--- src/rtl/mem_arbiter_pkg.sv ---
// Shared types for the unified-memory arbiter: FSM state encoding and the
// registered memory-request bundle.
package mem_arbiter_pkg;

    typedef enum logic [1:0] {
        IDLE   = 2'd0,
        I_BUSY = 2'd1,
        D_BUSY = 2'd2,
        RESP   = 2'd3
    } arb_state_t;

    typedef struct packed {
        logic        we;
        logic [3:0]  be;
        logic [31:0] addr;
        logic [31:0] wdata;
    } mem_req_t;

    localparam logic [3:0] BE_WORD = 4'hF;

    // Instruction fetches are always full-word reads.
    function automatic mem_req_t fetch_req(input logic [31:0] addr);
        mem_req_t r;
        r.we    = 1'b0;
        r.be    = BE_WORD;
        r.addr  = addr;
        r.wdata = '0;
        return r;
    endfunction

endpackage

--- src/rtl/mem_arbiter.sv ---
// Serialises fetch and load/store onto one variable-latency memory port,
// returns one-cycle valid pulses and drives the core stall.
//
// state  | meaning
// IDLE   | no transaction; arbitrate requests seen this cycle
// I_BUSY | fetch request on the memory port, waiting for m_ack
// D_BUSY | load/store request on the memory port, waiting for m_ack
// RESP   | one-cycle response to the owner; no arbitration
module mem_arbiter
    import mem_arbiter_pkg::*;
#(
    parameter int MAX_D_STREAK = 4
) (
    input  logic        clk,
    input  logic        rst_n,
    input  logic        if_req,
    input  logic [31:0] if_addr,
    input  logic        if_kill,
    output logic [31:0] if_rdata,
    output logic        if_valid,
    input  logic        d_req,
    input  logic        d_we,
    input  logic [3:0]  d_be,
    input  logic [31:0] d_addr,
    input  logic [31:0] d_wdata,
    output logic [31:0] d_rdata,
    output logic        d_valid,
    output logic        m_req,
    output logic        m_we,
    output logic [3:0]  m_be,
    output logic [31:0] m_addr,
    output logic [31:0] m_wdata,
    input  logic        m_ack,
    input  logic [31:0] m_rdata,
    output logic        stall
);

    localparam int SW = $clog2(MAX_D_STREAK + 1);
    localparam logic [SW-1:0] STREAK_MAX = SW'(MAX_D_STREAK);

    arb_state_t     state_q, state_d;
    mem_req_t       req_q;
    logic           grant_i, grant_d, ack_i, ack_d;
    logic           owner_d_q, kill_pend_q, fetch_owns;
    logic [SW-1:0]  d_streak_q;

    always_ff @(posedge clk or negedge rst_n) begin
        if (!rst_n) state_q <= IDLE;
        else        state_q <= state_d;
    end

    always_comb begin
        state_d = state_q;
        grant_i = 1'b0;
        grant_d = 1'b0;
        ack_i   = 1'b0;
        ack_d   = 1'b0;
        unique case (state_q)
            IDLE: begin
                // Data wins ties until it has used up its streak while fetch waits.
                if (d_req && !(if_req && d_streak_q == STREAK_MAX)) begin
                    grant_d = 1'b1;
                    state_d = D_BUSY;
                end else if (if_req) begin
                    grant_i = 1'b1;
                    state_d = I_BUSY;
                end
            end
            I_BUSY: begin
                ack_i = m_ack;
                if (m_ack) state_d = RESP;
            end
            D_BUSY: begin
                ack_d = m_ack;
                if (m_ack) state_d = RESP;
            end
            RESP:    state_d = IDLE;
            default: state_d = IDLE;
        endcase
    end

    assign fetch_owns = (state_q == I_BUSY) || (state_q == RESP && !owner_d_q);

    always_ff @(posedge clk or negedge rst_n) begin
        if (!rst_n) begin
            req_q       <= '0;
            m_req       <= 1'b0;
            owner_d_q   <= 1'b0;
            kill_pend_q <= 1'b0;
            d_streak_q  <= '0;
            if_rdata    <= '0;
            d_rdata     <= '0;
            if_valid    <= 1'b0;
            d_valid     <= 1'b0;
        end else begin
            if_valid <= 1'b0;
            d_valid  <= 1'b0;

            if (grant_d) begin
                req_q     <= '{we: d_we, be: d_be, addr: d_addr, wdata: d_wdata};
                m_req     <= 1'b1;
                owner_d_q <= 1'b1;
            end else if (grant_i) begin
                req_q     <= fetch_req(if_addr);
                m_req     <= 1'b1;
                owner_d_q <= 1'b0;
            end

            if (ack_i) begin
                m_req    <= 1'b0;
                if_rdata <= m_rdata;
                // A flush landing in the ack cycle still drops the response.
                if_valid <= !(kill_pend_q || if_kill);
            end
            if (ack_d) begin
                m_req   <= 1'b0;
                d_rdata <= m_rdata;
                d_valid <= 1'b1;
            end

            if (state_d == IDLE)
                kill_pend_q <= 1'b0;
            else if (if_kill && fetch_owns)
                kill_pend_q <= 1'b1;

            if (grant_i)
                d_streak_q <= '0;
            else if (grant_d && if_req && d_streak_q != STREAK_MAX)
                d_streak_q <= d_streak_q + SW'(1);
        end
    end

    assign m_we    = req_q.we;
    assign m_be    = req_q.be;
    assign m_addr  = req_q.addr;
    assign m_wdata = req_q.wdata;

    assign stall = (if_req && !if_valid) || (d_req && !d_valid);

endmodule

--- config.mk ---
export PLATFORM = sky130hd
export DESIGN_NAME = mem_arbiter
export DESIGN_NICKNAME = d
export VERILOG_FILES = /design/src/rtl/mem_arbiter_pkg.sv /design/src/rtl/mem_arbiter.sv
export SDC_FILE = /design/constraint.sdc
export NUM_CORES = 1
export LEC_CHECK = 0
export CORE_MARGIN = 2
export CORE_UTILIZATION = 42
export CTS_BUF_LIST = sky130_fd_sc_hd__clkbuf_16
export DETAILED_ROUTE_END_ITERATION = 6
export PLACE_DENSITY = 0.8
export REMOVE_ABC_BUFFERS = 1
export SLEW_MARGIN = 10
export SYNTH_ARGS = -nofsm -noshare
export SYNTH_HDL_FRONTEND = slang
export SYNTH_SLANG_ARGS = --single-unit
--- constraint.sdc ---
create_clock -name clk -period 1.93 [get_ports clk]
set_input_delay 0.386 -clock clk [delete_from_list [all_inputs] [get_ports clk]]
set_output_delay 0.386 -clock clk [all_outputs]
set_load 0.05 [all_outputs]
== Word level (Yosys, flattened, before mapping) ==
Index checks and enable logic that the tools add are counted.
W data, S select, Z words.

* Flip-flop bits (word level): 143
* Input bits: 139
* Output and inout port bits: 137
* Word-level logic and storage cells: 67

* $add $sub $neg: 1
* Eq/ne operators: 5
* Mux-type cells: 25
* Reduce and logical (&&, ||, !) cells: 23

{| class="wikitable"
|+ Operators with widths
! cell !! count
|-
| $mux W69 || 2
|-
| $mux W1 || 17
|-
| $logic_and A1 B1 Y1 || 8
|-
| $mux W2 || 3
|-
| $mux W3 || 2
|-
| $pmux W2 S3 || 1
|-
| $reduce_bool A2 Y1 || 3
|-
| $logic_not A1 Y1 || 5
|-
| $eq A2 B2 Y1 const B || 2
|-
| $logic_not A2 Y1 || 2
|-
| $reduce_bool A4 Y1 || 1
|-
| $add A3 B1 Y3 const B || 1
|-
| $eq A3 B3 Y1 const B || 1
|-
| $logic_or A1 B1 Y1 || 3
|-
| $ne A3 B3 Y1 const B || 1
|-
| $eq A2 B1 Y1 const B || 1
|-
| $reduce_or A2 Y1 || 1
|}

== Logic depth before layout (Yosys ltp) ==
* Word-level depth: 10
* Gate-level depth with buffers: 8
* Depth with buffers taken out: 5

== Least setup slack after synthesis ==
No wires, ideal clock.

* Path kind: flip-flop to output port
* Start: register d_valid
* End: output port stall
* Data arrival time: 1.402 ns
* Required time: 1.544 ns
* Setup slack: 0.142 ns
* Cell stages (with the launch flop): 2
* Path buffers: 0
* Cell sequence: dfrtp_1 > o22ai_1

* Word-level cells in the longest chain between the ends: 3

{| class="wikitable"
|+ Ends and longest elaborated chain
! what !! RTL line !! text
|-
| from (decl) || mem_arbiter.sv:27 || <nowiki>output logic d_valid,</nowiki>
|-
| from (signal assigned) || mem_arbiter.sv:94 || <nowiki>d_valid <= 1'b0;</nowiki>
|-
| from (signal assigned) || mem_arbiter.sv:97 || <nowiki>d_valid <= 1'b0;</nowiki>
|-
| from (signal assigned) || mem_arbiter.sv:118 || <nowiki>d_valid <= 1'b1;</nowiki>
|-
| $logic_not A1 Y1 || mem_arbiter.sv:138 || <nowiki>assign stall = (if_req && !if_valid) || (d_req && !d_valid);</nowiki>
|-
| $logic_and A1 B1 Y1 || mem_arbiter.sv:138 ||
|-
| $logic_or A1 B1 Y1 || mem_arbiter.sv:138 ||
|-
| to (decl) || mem_arbiter.sv:35 || <nowiki>output logic stall</nowiki>
|}

No other way between the ends.

== Worst setup path after layout ==
* Start: register state_q[0]
* End: register req_q (netlist bit m_addr[15])

* Word-level cells in the longest chain between the ends: 3
* Elaborated cells between the ends (all ways): 5

{| class="wikitable"
|+ Ends and longest elaborated chain
! what !! RTL line !! text
|-
| from (decl) || mem_arbiter.sv:41 || <nowiki>arb_state_t state_q, state_d;</nowiki>
|-
| from (signal assigned) || mem_arbiter.sv:49 || <nowiki>else state_q <= state_d;</nowiki>
|-
| $logic_not A2 Y1 (*) || mem_arbiter.sv:58 || <nowiki>unique case (state_q)</nowiki>
|-
| $mux W1 || mem_arbiter.sv:58 ||
|-
| $mux W69 or $reduce_bool A2 Y1 (tied branches) || -- ||
|-
| to (signal assigned) || mem_arbiter.sv:100 || <nowiki>req_q <= '{we: d_we, be: d_be, addr: d_addr, wdata: d_wdata};</nowiki>
|-
| to (signal assigned) || mem_arbiter.sv:104 || <nowiki>req_q <= fetch_req(if_addr);</nowiki>
|-
| to (decl) || mem_arbiter.sv:42 || <nowiki>mem_req_t req_q;</nowiki>
|}

Mark *: on every way between the ends. The rest lies on a longest branch, timed or not.
A chain may end at the register's enable or synchronous reset.

==> impl_metrics.tcl <==
set metrics [dict create \
    die_height_um 125.6 \
    viasPerCell 4.919 \
    synth_seq_area_share_pct 57.63 \
    worst_ep_required_time_ps 2220 \
    worst_hold_path_type "flip-flop to flip-flop" \
    clock_h_tree_levels 4 \
    grt_overflow 0 \
    fin_crit_sh_pct 92.93 \
    final_layout_size_suffix_gt1_share_pct 30.75 \
    postSynthRegisterBits 143 \
    dpl.hpwl_mm 12.92 \
    postSynthAreaPerCell_um2 13.68 \
    synth_edf_count 0 \
    route.detailed.drc 0 \
    mappedNetlistArea_um2 6210 \
    achievable-frequency_mhz 557.6 \
    ys_async_sr_fraction_pct 100.0 \
    final.fill_count 1117 \
    fin_setup_tns_ps 0 \
    rsz0062_at_grt "no" \
    antenna_left 0 \
    worst-r2r-cell-count 6 \
    detailedRoute.firstPassIterationCount 4 \
    drt_iter0_drc 183 \
    cp_slowest_stage_delay_ps 400 \
    critPathLaunchType "flip-flop" \
    postPlaceCellArea_um2 9343 \
    fp-row-count 44 \
    global_route.usage.total_pct 22.55 \
    antenna_found_initial 0 \
    timing.critical_path.to_type "flip-flop" \
    cts_tree "yes" \
    final_max_slew_viol_count 0 \
    worst_pin_slew_ps 552.8 \
    n_antenna_cell 0 \
    detail_route.wirelength_mm 17.47 \
    clk_latency_ps 410 \
    horiz_die_dim_um 125.6 \
    fin_area_um2 9876 \
    grt_first_pass_wirelength_mm 27.77 \
    worst_case_setup_margin_in_the_final_layout_ps 136.5 \
    power.leakage_nw 4.888 \
    synth.area.top_cells "sky130_fd_sc_hd__dfrtp_1, sky130_fd_sc_hd__mux2_2, sky130_fd_sc_hd__mux2_4" \
    final_hold_viol_count 0 \
    crit_type "flip-flop to flip-flop" \
    worst-path-buf-inv 2 \
    detailroute.via_count 4712 \
    cts_made_buffers 17 \
    cp_slowest_cell "sky130_fd_sc_hd__dfrtp_1" \
    initial_core_util_pct 42.89 \
    area_of_the_die_um2 15770 \
    hold_depth 1 \
    holdWs_ps 465.0 \
    grt_pass1_vias 5221 \
    cp_top_family "multiplexers" \
    largest_net_degree_at_the_start_of_global_routing 44 \
    wl_per_cell_um 18.24 \
    worstPathArrival_ps 2080 \
    core_area_um2 14480 \
    cts-root-to-sink-buffers 2 \
    vdd_drop_max_mv 1.322 \
    synth_cells 454 \
    critical_path.max_fanout 28 \
    portBuffers 275 \
    synth.lib_cells_used.distinct 27 \
    cap_viol_max_count 0 \
    yosys-top-cells-count "sky130_fd_sc_hd__dfrtp_1, sky130_fd_sc_hd__mux2_2, sky130_fd_sc_hd__inv_1, sky130_fd_sc_hd__nand2_1, sky130_fd_sc_hd__mux2i_1" \
    finalWorstPathRequiredPeriod_ps 1793 \
    placed_cells_incl_taps 925 \
    status "completed" \
    gpl.final_weighted_congestion 0.8433 \
    ys.warnings.count 0 \
    cts.repair_timing.setup_buffer_count 0 \
    pin_count 276 \
    area_overhead_of_the_layout_relative_to_synthesis_pct 59.04 \
    dpl_worst_slack_ps -104.5 \
    final_cells 958 \
    setup-violations-final 0 \
    synthDominantAreaCellType "sky130_fd_sc_hd__dfrtp_1" \
    cp_dominant_cell_by_count "sky130_fd_sc_hd__mux2_2" \
    skew_ps 9.855 \
    ratio_of_total_power_to_cell_area_nw_per_um2 2021 \
    ys_dominant_reg_cell "sky130_fd_sc_hd__dfrtp_1" \
    net_count_reported_at_finish 907 \
    yosys.cell_count.top_type "sky130_fd_sc_hd__dfrtp_1" \
    worstSetupPathDepth 6 \
    max_slew_margin_pct 63.29 \
    path_clk_slew_ps 60 \
    path_cells "inv_1 > ha_1 > nand2_4 > buf_12 > mux2_2 > mux2_2" \
    synth.top_cell.area_share_pct 57.63 \
    cts.root.buffer_cell "sky130_fd_sc_hd__clkbuf_16" \
    cts.sink_count 143 \
]
==> final cells by class <==
cell class              count  area (µm²)  share of cell area, %
repair buffers            310        2907                  29.43
clock inverters            15       220.2                  2.230
multi-input cells         245        2350                  23.79
well taps                 184       230.2                  2.331
flip-flops and latches    143        3578                  36.23
inverters                  44       165.2                  1.672
clock buffers              17       425.4                  4.308
==> routing by layer <==
metal	vias up	wire length [µm]	track usage [%]
met1	2361	6520	24.57
met4	0	508	8.105
met5	-	0	0
met2	165	9381	40.99
li1	2152	-	-
met3	34	1062	7.231
==> layout by cell type, fill, tap and decap left out, types with 2 or more instances in the layout <==
| cell | n |
|---|---|
| sky130_fd_sc_hd__clkbuf_16 | 17 |
| sky130_fd_sc_hd__mux2_2 | 105 |
| sky130_fd_sc_hd__nand2_1 | 41 |
| sky130_fd_sc_hd__nand3_1 | 2 |
| sky130_fd_sc_hd__buf_4 | 66 |
| sky130_fd_sc_hd__nor2b_1 | 4 |
| sky130_fd_sc_hd__o22ai_1 | 2 |
| sky130_fd_sc_hd__dfrtp_1 | 143 |
| sky130_fd_sc_hd__mux2i_1 | 33 |
| sky130_fd_sc_hd__nand2b_1 | 4 |
| sky130_fd_sc_hd__clkinvlp_4 | 3 |
| sky130_fd_sc_hd__buf_12 | 9 |
| sky130_fd_sc_hd__o221a_2 | 2 |
| sky130_fd_sc_hd__clkinv_4 | 4 |
| sky130_fd_sc_hd__mux2_4 | 23 |
| sky130_fd_sc_hd__inv_1 | 45 |
| sky130_fd_sc_hd__nor2_1 | 2 |
| sky130_fd_sc_hd__nor3_1 | 2 |
| sky130_fd_sc_hd__o21ai_0 | 6 |
| sky130_fd_sc_hd__or3_1 | 2 |
| sky130_fd_sc_hd__dlygate4sd2_1 | 98 |
| sky130_fd_sc_hd__ha_1 | 7 |
| sky130_fd_sc_hd__bufinv_16 | 5 |
| sky130_fd_sc_hd__clkdlybuf4s50_1 | 135 |
==> cells by family (layout without fill, tap and decap cells) <==
group	Yosys count	count (layout)	share of synthesized area, %
multiplexers	161	161	29.92
buffers and inverters	66	386	4.856
adder cells (fa/ha/maj)	7	7	1.410
flip-flops	143	143	57.63
AO/OA/AOI/OAI	17	17	2.015
AND/OR/NAND/NOR	60	60	4.171
==> path summary, 6_finish.rpt <==
| kind | to | slack, ps | startpoint |
|---|---|---|---|
| max | m_addr[15] | 140 | state_q[0] |
| min | if_valid | 470 | kill_pend_q |
| max reg2reg | m_addr[15] | 140 | state_q[0] |
| min reg2reg | if_valid | 470 | kill_pend_q |
| max in group asynchronous | d_rdata[0] | 820 | rst_n |
| min in group asynchronous | if_rdata[21] | 490 | rst_n |
==> state kept, by name, indices dropped and copies added, names as in the netlist, 2 cells and up <==
name and cells:
m_wdata 32, d_streak_q 3, d_rdata 32, m_be 4
state_q 2, m_addr 32, if_rdata 32
==> where the power goes <==
group	switching (mW)	internal (mW)	total [mW]
registers	0.763	4.45	5.21
logic	7.23	3.96	11.2
clock network	1.27	2.29	3.56
total	9.26	10.7	20.0
==> per-stage QoR <==
stage	total power, mW	utilization [%]
CTS	20.13	68.21
global placement	16.85	64.53
global route	20.84	68.21
floorplan	13.07	-
finish	19.96	68.21
detailed placement	17.17	64.53
==> repair_timing <==
action / CTS / global route
hold buffers: 1 / 0
endpoints found under the setup margin: 97 / 0
endpoints found under the hold margin: 39 / 0
gates resized for setup: 98 / 0
No activity file was read; power rests on OpenSTA's default activity.
